## src/rtl/rv_instr_encoder.sv

```systemverilog
// Streaming RV32I encoder: turns field bundles into machine words at sequential
// word addresses for loading instruction RAM, one session of `count` words per start.
module rv_instr_encoder #(
  parameter int CNT_W = 16
) (
  input  logic             clk,
  input  logic             reset,
  input  logic             start,
  input  logic [31:0]      base_addr,
  input  logic [CNT_W-1:0] count,
  input  logic             in_valid,
  output logic             in_ready,
  input  logic [3:0]       kind,
  input  logic [4:0]       rd,
  input  logic [4:0]       rs1,
  input  logic [4:0]       rs2,
  input  logic [2:0]       funct3,
  input  logic [6:0]       funct7,
  input  logic [31:0]      imm,
  output logic             out_valid,
  input  logic             out_ready,
  output logic [31:0]      out_instr,
  output logic [31:0]      out_addr,
  output logic             busy,
  output logic             done,
  output logic             err_illegal,
  output logic             err_range
);

  // state | meaning
  // IDLE  | waiting for start
  // RUN   | accepting bundles, remaining counts down to zero
  // DRAIN | all bundles taken, waiting for the last word to leave
  // DONE  | one-cycle done pulse
  typedef enum logic [1:0] {IDLE, RUN, DRAIN, DONE} stateT;

  localparam logic [3:0] kAluReg = 4'd0, kAluImm = 4'd1, kBranch = 4'd2, kJalr = 4'd3,
                         kJal = 4'd4, kAuipc = 4'd5, kLui = 4'd6, kLoad = 4'd7,
                         kStore = 4'd8, kSystem = 4'd9;

  stateT            state;
  logic [31:0]      addrReg;
  logic [CNT_W-1:0] remaining;
  logic [31:0]      encWord;
  logic             encRange;
  logic             encIllegal;
  logic             iOk, bOk, jOk, uOk;
  logic             accept;

  assign in_ready = (state == RUN) && (!out_valid || out_ready);
  assign accept   = in_valid && in_ready;

  // Sign-extension checks: the dropped high bits must all equal the kept sign bit.
  assign iOk = (&imm[31:11]) || !(|imm[31:11]);
  assign bOk = ((&imm[31:12]) || !(|imm[31:12])) && !imm[0];
  assign jOk = ((&imm[31:20]) || !(|imm[31:20])) && !imm[0];
  assign uOk = !(|imm[11:0]);

  always_comb begin
    encWord    = 32'h0000_0013;
    encRange   = 1'b0;
    encIllegal = 1'b0;
    case (kind)
      kAluReg: encWord = {funct7, rs2, rs1, funct3, rd, 7'b0110011};
      kAluImm: begin encWord = {imm[11:0], rs1, funct3, rd, 7'b0010011}; encRange = !iOk; end
      kLoad:   begin encWord = {imm[11:0], rs1, funct3, rd, 7'b0000011}; encRange = !iOk; end
      kSystem: begin encWord = {imm[11:0], rs1, funct3, rd, 7'b1110011}; encRange = !iOk; end
      kJalr:   begin encWord = {imm[11:0], rs1, 3'b000, rd, 7'b1100111}; encRange = !iOk; end
      kStore: begin
        encWord  = {imm[11:5], rs2, rs1, funct3, imm[4:0], 7'b0100011};
        encRange = !iOk;
      end
      kBranch: begin
        encWord  = {imm[12], imm[10:5], rs2, rs1, funct3, imm[4:1], imm[11], 7'b1100011};
        encRange = !bOk;
      end
      kJal: begin
        encWord  = {imm[20], imm[10:1], imm[11], imm[19:12], rd, 7'b1101111};
        encRange = !jOk;
      end
      kLui:    begin encWord = {imm[31:12], rd, 7'b0110111}; encRange = !uOk; end
      kAuipc:  begin encWord = {imm[31:12], rd, 7'b0010111}; encRange = !uOk; end
      default: encIllegal = 1'b1;
    endcase
  end

  always_ff @(posedge clk or posedge reset) begin
    if (reset) begin
      state       <= IDLE;
      addrReg     <= '0;
      remaining   <= '0;
      out_valid   <= 1'b0;
      out_instr   <= '0;
      out_addr    <= '0;
      busy        <= 1'b0;
      done        <= 1'b0;
      err_illegal <= 1'b0;
      err_range   <= 1'b0;
    end else begin
      case (state)
        IDLE: begin
          if (start) begin
            err_illegal <= 1'b0;
            err_range   <= 1'b0;
            if (count != '0) begin
              state     <= RUN;
              busy      <= 1'b1;
              addrReg   <= {base_addr[31:2], 2'b00};
              remaining <= count;
            end else begin
              state <= DONE;
              done  <= 1'b1;
            end
          end
        end
        RUN: begin
          if (accept) begin
            out_valid <= 1'b1;
            out_instr <= encWord;
            out_addr  <= addrReg;
            addrReg   <= addrReg + 32'd4;
            remaining <= remaining - CNT_W'(1);
            if (encRange)   err_range   <= 1'b1;
            if (encIllegal) err_illegal <= 1'b1;
            if (remaining == CNT_W'(1)) state <= DRAIN;
          end else if (out_ready) begin
            out_valid <= 1'b0;
          end
        end
        DRAIN: begin
          if (!out_valid || out_ready) begin
            out_valid <= 1'b0;
            state     <= DONE;
            done      <= 1'b1;
            busy      <= 1'b0;
          end
        end
        DONE: begin
          done  <= 1'b0;
          state <= IDLE;
        end
        default: state <= IDLE;
      endcase
    end
  end

endmodule

```

## config.mk

```make
export PLATFORM = sky130hd
export DESIGN_NAME = rv_instr_encoder
export DESIGN_NICKNAME = d
export VERILOG_FILES = /design/src/rtl/rv_instr_encoder.sv
export SDC_FILE = /design/constraint.sdc
export NUM_CORES = 1
export LEC_CHECK = 0
export BUFFER_PORTS_ARGS = -buffer_cell sky130_fd_sc_hd__buf_2
export CORE_ASPECT_RATIO = 1.25
export CORE_MARGIN = 1.5
export CORE_UTILIZATION = 45
export DETAILED_ROUTE_END_ITERATION = 8
export HOLD_SLACK_MARGIN = 0.12
export PLACE_DENSITY = 0.77
export SYNTH_ARGS = -nofsm -noshare
export SYNTH_HDL_FRONTEND = slang
export SYNTH_SLANG_ARGS = --single-unit
```

## constraint.sdc

```tcl
create_clock -name clk -period 4.6 [get_ports clk]
set_input_delay 0.23 -clock clk [delete_from_list [all_inputs] [get_ports clk]]
set_output_delay 0.23 -clock clk [all_outputs]
set_load 0.02 [all_outputs]
```

-- Word-level counts from Yosys, hierarchy flattened
Index checks and enable logic that the tools add are counted.
- register bits after elaboration: 119
- output and inout port bits: 70
- word-level logic and storage cells: 109
- bits of input ports: 114
- reductions and logical operators: 41
- add/subtract/negate cells: 2
- equality and inequality tests: 22
- muxes and demuxes: 34
- operator list (kind ; count):
    32-bit case mux with 10 select lines ; 1
    32-bit 2-to-1 mux ; 3
    32-bit case mux with 2 select lines ; 1
    16-bit 2-to-1 mux ; 3
    32-bit by 3-bit adder with 32-bit output (second input constant) ; 1
    16-bit case mux with 2 select lines ; 1
    4-bit AND reduction ; 6
    12-bit OR reduction ; 2
    21-bit AND reduction ; 1
    21-bit OR reduction ; 1
    20-bit AND reduction ; 1
    20-bit OR reduction ; 1
    16-bit by 1-bit == test with 1-bit output (second input constant) ; 1
    4-bit by 3-bit == test with 1-bit output (second input constant) ; 4
    16-bit nonzero test ; 1
    16-bit by 1-bit subtractor with 16-bit output (second input constant) ; 1
    2-bit inequality test (second input constant) ; 7
    1-bit 2-to-1 mux ; 13
    12-bit AND reduction ; 1
    2-bit 2-to-1 mux ; 5
    10-bit OR reduction ; 1
    4-bit by 2-bit == test with 1-bit output (second input constant) ; 2
    4-bit == test (second input constant) ; 2
    1-bit zero test ; 8
    19 further kinds ; 31

-- Depth between registers and ports, before layout
Gate-level depths: netlist (run 1).
- depth in word-level cells: 9
- gate-level depth with buffers: 10
- depth with buffers taken out: 7

-- Least setup slack after synthesis (run 1)
Ideal clock, no wire load.
- path type: flip-flop to output port
- start: register state[1]
- end: output port in_ready
- data arrival time: 1.908 ns
- data required time: 4.370 ns
- buffers on the path: 4
- path slack: 2.462 ns
- stages on the path, launching flop included: 8
- cell sequence: dfrtp_1 inv_1 ha_1 clkbuf_1 clkbuf_1 clkbuf_1 clkbuf_1 and2_1
- cells in the longest elaborated chain, start to end: 2
- ends and longest elaborated chain (element ; line ; RTL):
    start: declaration ; 41 ; stateT state;
    start signal: assignment ; 89 ; state <= IDLE;
    start signal: assignment ; 106 ; state <= RUN;
    start signal: assignment ; 111 ; state <= DONE;
    2-bit by 1-bit == test with 1-bit output ; 50 ; assign in_ready = (state == RUN) && (!out_valid || out_ready);
    1-bit logical AND ; 50 ;
    end: declaration ; 12 ; output logic in_ready,
No other way between the ends.

-- Worst setup path after layout (run 1)
- start: input port count[6]
- end: register addrReg[6]
- cells in the longest elaborated chain, start to end: 3
- ends and longest elaborated chain (element ; line ; RTL):
    start: declaration ; 10 ; input logic [CNT_W-1:0] count,
    16-bit nonzero test ; 105 ; if (count != '0) begin
    2-bit inequality test (no line) ; - ;
    4-bit AND reduction (no line) ; - ;
    end signal: assignment ; 108 ; addrReg <= {base_addr[31:2], 2'b00};
    end signal: assignment ; 121 ; addrReg <= addrReg + 32'd4;
    end: declaration ; 42 ; logic [31:0] addrReg;
No other way between the ends.
A chain may end at the register's enable or synchronous reset.

==> results_dict.tcl, run 1 <==
set metrics [dict create \
    final_antenna_net_count 0 \
    hold_class "input pin to flip-flop" \
    fill_cells 1413 \
    buffer_ports.inserted 179 \
    grt_antenna_before_repair 0 \
    p_leak_uw 0.00401 \
    grt_first_pass_wirelength_um 33100 \
    crit_buf_inv 3 \
    crit_path_max_incr_delay_ns 0.57 \
    chipWidth_um 114 \
    yosys.cell_types.count 71 \
    floorplan.initialDensity 0.463 \
    cts.repair_timing.setup_buffer_count 0 \
    synth_ff_type "dfrtp_1" \
    cp.arrival_ns 3.22 \
    fin_skew_ns 0.00770 \
    hold_violations 0 \
    timing.critical_path.max_delay_family "buffers and inverters" \
    top_level_ports 184 \
    detail_route.drc_violations 0 \
    cts_buffers 17 \
    post_drt_wl_per_cell_um 16.9 \
    routed_vias 7168 \
    synth_simple_gate_area_frac 0.283 \
    rows 50 \
    postRouteWirelength_um 20300 \
    final_report_max_slew_violation_count 0 \
    via_per_inst 5.96 \
    dr.pass1.iters 7 \
    synth_xor_xnor_area_share 0.00252 \
    tritoncts "yes" \
    grt_overflow 0 \
    gr-usage-all-layers 0.255 \
    synthCells 832 \
    clkTransAtPathRegs_ns 0.06 \
    cellPowerDensity_nw_per_um2 677 \
    grt_max_degree 94 \
    maxSlewHeadroom 0.285 \
    cp_cell_sequence "dlygate4sd3_1 > buf_2 > nor4_1 > nand4_1 > o211ai_4 > buf_4 > o21ai_0 > a221oi_1" \
    finalWorstPathRequiredPeriod_ns 2.92 \
    cp_slowest_cell "nor4_1" \
    timing.critical_path.from_type "input pin" \
    clock_path_buffers 2 \
    critPathMaxFanout 49 \
    drive_above_1_share 0.231 \
    fp.dieArea_um2 16200 \
    synth.ff_latch_count 114 \
    synthesis.area_per_instance_um2 8.35 \
    grt_setup_unrepaired "false" \
    synth_edf_count 0 \
    synth-adder-area-share 0.0126 \
    most-common-layout-cells "nand2_1, buf_2, dfrtp_1" \
    cp_data_required_time_ns 4.90 \
    synth_compound_gate_area_share 0.223 \
    cts_sink_cnt 114 \
    fin_tns_setup_ns 0 \
    design.core.area_um2 15000 \
    crit_path_end_kind "flip-flop" \
    root_buffer "clkbuf_16" \
    clock_tree.htree_level_count 4 \
    maxCapViolations 0 \
    layoutNonFillerInstCount 1203 \
    synthToLayoutAreaGrowth_pct 27.6 \
    criticalPathCategory "input pin to flip-flop" \
    place.gp.congestion 0.888 \
    clock_latency_on_the_worst_skew_pair_ns 0.41 \
    fin_nets 1128 \
    mostFrequentLayoutCell "nand2_1" \
    starting_drc_count_in_detailed_routing 400 \
    synth-warning-count 0 \
    post_synth_mux_area_share 0.0176 \
    grt_pass1_vias 6767 \
    fmaxAchievable_mhz 342 \
    main_combinational_cell_family_by_area_after_synthesis "simple AND/OR/NAND/NOR gates" \
    async_flop_share 1.00 \
    post-route-period-util 0.635 \
    syn_area_um2 6950 \
    hpwlAfterDp_um 13600 \
    setup_viol_count_final 0 \
    dpl.cell_count 1134 \
    synth_seq_area_share 0.411 \
    worst_slew_pin_slew_ns 1.07 \
    dieHeight_um 142 \
    max-vdd-ir-drop_uv 292 \
    outcome "completed" \
]
[repair_timing]
| item | 4_1_cts | 5_1_grt |
|---|---|---|
| endpoints found under the hold margin | 88 | 0 |
| hold buffers | 36 | 0 |
| resized for setup | 0 | 0 |
| endpoints found under the setup margin | 0 | 0 |
[per-layer routing]
layer	track usage	vias to the layer above	routed length, µm
li1	-	3425	-
met1	0.317	3387	8370
met2	0.422	325	9920
met3	0.0688	31	1520
met4	0.0987	0	492
met5	0	-	0
[layout make-up]
cell class	instances	area (µm²)	share of cell area
Multi-Input combinational cell	635	3780	0.426
Sequential cell	114	2850	0.322
Timing Repair Buffer	221	1300	0.147
Clock buffer	20	457	0.0515
Tap cell	182	228	0.0257
Clock inverter	12	181	0.0205
Inverter	18	70.1	0.00790
Antenna cell	1	2.50	0.000282
[state kept, by name, indices dropped and copies added, names as in the netlist]
register and flops:
addrReg 30, remaining 16, out_instr 31, err_range 1, done 1, err_illegal 1, out_valid 1, busy 1
out_addr 30, state 2
[power by group]
part	leakage [µW]	internal, µW	switching [µW]
clock network	0.000298	936	485
registers	0.00139	1510	462
logic	0.00232	994	1620
[final timing paths]
check | startpoint | end | slack, ns | cells after the start
min | imm[2] | out_instr[9] | 0.13 | 3
min reg2reg | out_addr[12] | out_addr[12] | 0.47 | 2
max reg2reg | state[1] | out_addr[11] | 1.78 | 7
min in group asynchronous | reset | out_addr[8] | 0.62 | 3
max | count[6] | addrReg[6] | 1.68 | 8
max in group asynchronous | reset | out_instr[2] | 2.92 | 4
[cells in the mapped netlist, types with 12 or more instances]
cell type | instances | area (µm²)
a21oi_1 | 19 | 95.1
a22oi_1 | 22 | 165
a2bb2oi_1 | 32 | 280
a31oi_1 | 14 | 87.6
buf_2 | 13 | 65.1
clkbuf_1 | 38 | 143
dfrtp_1 | 114 | 2850
inv_1 | 18 | 67.6
nand2_1 | 183 | 687
nand3_1 | 38 | 190
nand4_1 | 16 | 100
nand4b_1 | 19 | 166
nor2_1 | 30 | 113
nor2b_1 | 14 | 87.6
nor3_1 | 22 | 110
nor4_1 | 19 | 119
o21ai_0 | 52 | 260
o22ai_1 | 12 | 75.1
[worst min-delay path, cell delays in order]
cell	delay [ns]
buf_2	0.10
a32oi_1	0.05
o21ai_0	0.13
[logic make-up after synthesis]
family / Yosys count
adders and majority gates: 7
buffers and inverters: 84
muxes: 12
and+or+nand+nor: 392
xor gates and xnor gates: 2
AOI/OAI and AO/OA: 220
other: 1
DFF: 114
[per-stage QoR]
stage / setup WS [ns] / total power, µW / hold WS (ns) / area (µm²) / utilization
finish: 1.68 / 6000 / 0.134 / 8870 / 0.591
global route: 1.56 / 6430 / 0.139 / 8870 / 0.591
CTS: 1.76 / 6020 / 0.125 / 8870 / 0.591
detailed placement: 1.78 / 4560 / 0.441 / 7870 / 0.524
global placement: 1.82 / 4470 / 0.437 / 7870 / 0.524
floorplan: 1.35 / 3790 / 0.346 / 6950 / -
Note: power is estimated with default switching activity, not from simulation.
==> run 2, diff against run 1 <==
clock period = 3.05 ns   (was 4.6 ns; I/O delays follow)
==> run 2 against run 1 <==
  * Critical path depth is the same
  * Critical path type is now flip-flop to flip-flop
  * Highest routed layer unchanged
  * Clock skew grew 0.0048 ns
  * Register-to-register slack lost 1.4 ns
  * Clock power grew 63%
  * Sequential power grew 51%
  * Largest cell class unchanged
  * Cell count grew 2.9%
  * Core utilization grew 2.7 points
==> results_dict.tcl, run 2 (synthesized netlist as in run 1, its figures left out) <==
set metrics [dict create \
    outcome "completed" \
    fill_cells 1275 \
    tritoncts "yes" \
    hpwlAfterDp_um 13900 \
    dieHeight_um 142 \
    final-seq-area_um2 2850 \
    drive_above_1_share 0.226 \
    reg2regPathDepth 8 \
    fin_skew_ns 0.0125 \
    place.gp.congestion 0.918 \
    fmaxAchievable_mhz 380 \
    crit_path_end_kind "flip-flop" \
    grt_overflow 0 \
    design.core.area_um2 15000 \
    cts_buffers 17 \
    pre_cts_slack_ns 0.487 \
    postRouteWirelength_um 21100 \
    cts.repair_timing.setup_buffer_count 0 \
    via_per_inst 5.86 \
    setup_viol_count_final 0 \
    criticalPathCategory "flip-flop to flip-flop" \
    post-route-period-util 0.863 \
    biggestRegsByFlops "out_instr: 31 flops, addrReg: 30 flops, out_addr: 30 flops" \
    cp.arrival_ns 2.99 \
    top_level_ports 184 \
    clock_tree.htree_level_count 4 \
    maxCapViolations 0 \
    most-common-layout-cells "nand2_1, buf_2, dfrtp_1" \
    detail_route.drc_violations 0 \
    ff2ff_setup_slack_ns 0.42 \
    crit-reg2reg-launch "state[0]" \
    root_buffer "clkbuf_16" \
    maxSlewHeadroom 0.311 \
    fin_nets 1164 \
    p_leak_uw 0.00420 \
    finalWorstPathRequiredPeriod_ns 2.63 \
    crit_start "state[0]" \
    routed_vias 7254 \
    core_utilization_of_the_finished_layout 0.618 \
    fin_tns_setup_ns 0 \
    post_drt_wl_per_cell_um 17.0 \
    final_report_max_slew_violation_count 0 \
    hold_class "input pin to flip-flop" \
    max-vdd-ir-drop_uv 475 \
    cts_sink_cnt 114 \
    dr.pass1.iters 5 \
    insertedDiodeCount 0 \
    cellPowerDensity_nw_per_um2 1010 \
    buffer_ports.inserted 179 \
    worstSetupEndpoint "addrReg[25]" \
    clock_path_buffers 2 \
    gr-usage-all-layers 0.270 \
    rows 50 \
    cp_data_required_time_ns 3.40 \
    worst_slew_pin_slew_ns 1.03 \
    final_critical_path_setup_slack_ns 0.416 \
    chipWidth_um 114 \
    synthToLayoutAreaGrowth_pct 33.6 \
    clock_latency_on_the_worst_skew_pair_ns 0.43 \
    timing.critical_path.from_type "flip-flop" \
    max_flop_register "out_instr" \
    multi_input_area_um2 3780 \
    hold_violations 0 \
    grt_setup_unrepaired "false" \
    final_antenna_net_count 0 \
    grt_max_degree 115 \
    floorplan.initialDensity 0.463 \
    grt_first_pass_wirelength_um 34600 \
    grt_pass1_vias 6974 \
    largest_register_ffs 31 \
    critPathMaxFanout 27 \
    grt_antenna_before_repair 0 \
    clkTransAtPathRegs_ns 0.05 \
    regToRegEndpoint "addrReg[25]" \
    starting_drc_count_in_detailed_routing 464 \
    mostFrequentLayoutCell "nand2_1" \
    fp.dieArea_um2 16200 \
]
[run 2: area by class of cell]
cell class / count / share of cell area
flip-flops and latches: 114 / 0.307
inverters: 18 / 0.00768
clock buffers: 22 / 0.0511
well taps: 182 / 0.0245
repair buffers: 257 / 0.181
multi-input cells: 635 / 0.407
clock inverters: 10 / 0.0218
[run 2: worst max-delay path: stages, from the launching register on]
cell	delay (ns)
dfrtp_1	0.40
inv_1	0.11
ha_1	0.30
nor2b_1	0.21
a31o_2	0.16
o211a_1	0.84
buf_4	0.30
nand4_1	0.11
nand3_1	0.12
[run 2: stage by stage]
step	cells	power, µW	hold slack, ns	cell area (µm²)
after floorplan	833	5720	0.268	6960
after global placement	1138	6810	0.359	7920
after detailed placement	1138	6950	0.367	7920
after CTS	1238	9360	0.123	9280
after global routing	1238	10000	0.153	9280
final	1238	9340	0.130	9280
[run 2: what timing repair did]
action | CTS | global route
hold buffers | 68 | 0
resized for setup | 0 | 0
endpoints found under the hold margin | 179 | 0
[run 2: metal layers]
layer  GRT usage  share of wire  vias to the layer above  wire, µm
li1            -              -                     3491         -
met1       0.329           0.40                     3387      8490
met2       0.454           0.50                      332     10500
met3      0.0649          0.070                       44      1480
met4       0.118          0.028                        0       584
met5           0              0                        -         0
[run 2: worst min path at each step]
stage	start	depth (start not counted)	endpoint	slack [ns]
6_report	imm[0]	3	err_range	0.13
5_1_grt	imm[0]	3	err_range	0.15
4_1_cts	imm[0]	3	err_range	0.12
3_5_place_dp	base_addr[24]	3	addrReg[24]	0.37
3_3_place_gp	base_addr[24]	3	addrReg[24]	0.36
2_1_floorplan	count[10]	2	remaining[10]	0.27
[run 2: power breakdown]
| group | total, µW | leakage [µW] | switching [µW] | internal (µW) |
|---|---|---|---|---|
| clock | 2310 | 0.000330 | 721 | 1590 |
| sequential | 2980 | 0.00139 | 705 | 2280 |
| combinational | 4040 | 0.00247 | 2460 | 1580 |
| total | 9340 | 0.00420 | 3890 | 5450 |
==> run 3, diff against run 2 <==
PLACE_DENSITY = unset   (was 0.77)
PLACE_DENSITY_LB_ADDON = 0.3   (was unset)
REMOVE_ABC_BUFFERS = 1   (was unset)
==> run 3 against run 2 <==
  * Maximum frequency is 6.2% higher
  * Clock-buffer cell count increased by 1
  * Routed wire length down 1.5%
  * Non-clock buffer count up 3
  * Die area stayed put
  * Core utilization is 0.067 points lower
  * Largest power group unchanged
  * Hold slack gained 0.012 ns
  * Critical path type is now input pin to flip-flop
  * Sequential share of layout area hardly changed
  * Critical endpoint is now addrReg[4]
  * First-iteration DRC count increased by 1.3%
==> results_dict.tcl, run 3 (synthesized netlist as in run 1, its figures left out) <==
set metrics [dict create \
    floorplan.initialDensity 0.463 \
    largest_register_ffs 31 \
    final_report_max_slew_violation_count 0 \
    worst_slew_pin_slew_ns 1.00 \
    crit_start "count[13]" \
    insertedDiodeCount 0 \
    hold-path-cell-count 3 \
    fp.dieArea_um2 16200 \
    dieHeight_um 142 \
    final_design_area_no_fill_um2 9270 \
    synthToLayoutAreaGrowth_pct 33.4 \
    cts_sink_cnt 114 \
    maxSlewHeadroom 0.331 \
    dpl.cell_count 1142 \
    detail_route.drc_violations 0 \
    grt_antenna_before_repair 0 \
    outcome "completed" \
    top_level_ports 184 \
    reg2regPathDepth 8 \
    starting_drc_count_in_detailed_routing 470 \
    clock_tree.htree_level_count 4 \
    mostFrequentLayoutCell "nand2_1" \
    cp.arrival_ns 2.78 \
    hold_path_startpoint "base_addr[9]" \
    biggestRegsByFlops "out_instr: 31 flops, addrReg: 30 flops, out_addr: 30 flops" \
    grt_overflow 0 \
    chipWidth_um 114 \
    post_drt_wl_per_cell_um 16.7 \
    postRouteWirelength_um 20800 \
    setup_viol_count_final 0 \
    design.core.area_um2 15000 \
    cellPowerDensity_nw_per_um2 990 \
    post-route-period-util 0.813 \
    maxCapViolations 0 \
    gr-usage-all-layers 0.260 \
    dr.pass1.iters 5 \
    hpwlAfterDp_um 13900 \
    max_flop_register "out_instr" \
    crit-reg2reg-launch "state[0]" \
    hold_violations 0 \
    p_leak_uw 0.00420 \
    fin_nets 1167 \
    grt_setup_unrepaired "false" \
    final_antenna_net_count 0 \
    total_power_uw 9180 \
    critPathMaxFanout 42 \
    grt_first_pass_wirelength_um 33400 \
    cp_data_required_time_ns 3.35 \
    grt_pass1_vias 6833 \
    via_per_inst 5.88 \
    cts_buffers 17 \
    placement.cell_area_um2 7950 \
    fin_tns_setup_ns 0 \
    tritoncts "yes" \
    fmaxAchievable_mhz 403 \
    criticalPathCategory "input pin to flip-flop" \
    timing.critical_path.from_type "input pin" \
    routed_vias 7299 \
    buffer_ports.inserted 179 \
    drive_above_1_share 0.230 \
    place.gp.congestion 0.859 \
    clock_path_buffers 2 \
    grt_max_degree 51 \
    most-common-layout-cells "nand2_1, buf_2, dfrtp_1" \
    finalWorstPathRequiredPeriod_ns 2.48 \
    crit_path_end_kind "flip-flop" \
    rows 50 \
    root_buffer "clkbuf_16" \
    hold_class "input pin to flip-flop" \
    clkTransAtPathRegs_ns 0.05 \
    clock_latency_on_the_worst_skew_pair_ns 0.42 \
    max-vdd-ir-drop_uv 490 \
    layoutNonFillerInstCount 1241 \
    fin_skew_ns 0.00498 \
]
run 3: changes by cell type in the layout (fill, tap and decap cells not counted), sizes merged:
cell,delta
bufinv,-2
clkbuf,+1
inv,+1
dlygate4sd3,-1
buf,+4
run 3: worst paths after layout:
check | to | slack [ns]
hold reg to reg | out_addr[3] | 0.47
max in group asynchronous | remaining[4] | 1.93
setup / recovery | addrReg[4] | 0.57
setup reg to reg | addrReg[4] | 0.63
min in group asynchronous | out_addr[15] | 0.38
hold / removal | addrReg[9] | 0.14
run 3: metrics by stage:
stage	hold slack [ns]	setup WS, ns	util
after floorplan	0.248	-2.24	-
after global placement	0.302	0.684	0.530
after detailed placement	0.303	0.645	0.530
after CTS	0.121	0.576	0.618
after global routing	0.161	0.308	0.618
final	0.142	0.571	0.618
run 3: area by class of cell:
class	instances	area (µm²)
multi-input cells	635	3780
well taps	182	228
repair buffers	260	1700
fillers	1299	5740
flip-flops and latches	114	2850
clock buffers	23	498
inverters	18	70.1
clock inverters	9	150
run 3: layer usage:
layer | share of wire | global-route usage | up-vias
met4 | 0.025 | 0.127 | 0
met5 | 0 | 0 | -
met2 | 0.49 | 0.442 | 320
li1 | - | - | 3498
met3 | 0.064 | 0.0487 | 46
met1 | 0.42 | 0.316 | 3435
run 3: timing repair:
item / in CTS / in global routing
setup buffers: 0 / 0
hold buffers: 67 / 0
endpoints found under the hold margin: 112 / 0
resized for setup: 0 / 0
run 3: power by group:
group | switching, µW | leakage [µW] | internal [µW]
Combinational | 2440 | 0.00249 | 1600
Clock | 706 | 0.000315 | 1470
Sequential | 685 | 0.00139 | 2280
Total | 3840 | 0.00420 | 5340
run 3: worst max-delay path, cell delays in order:
cell	delay, ns
dlygate4sd3_1	0.54
buf_2	0.13
nor4_1	0.54
nand4_1	0.32
o211ai_4	0.45
buf_12	0.27
o22ai_1	0.11
a221o_1	0.26
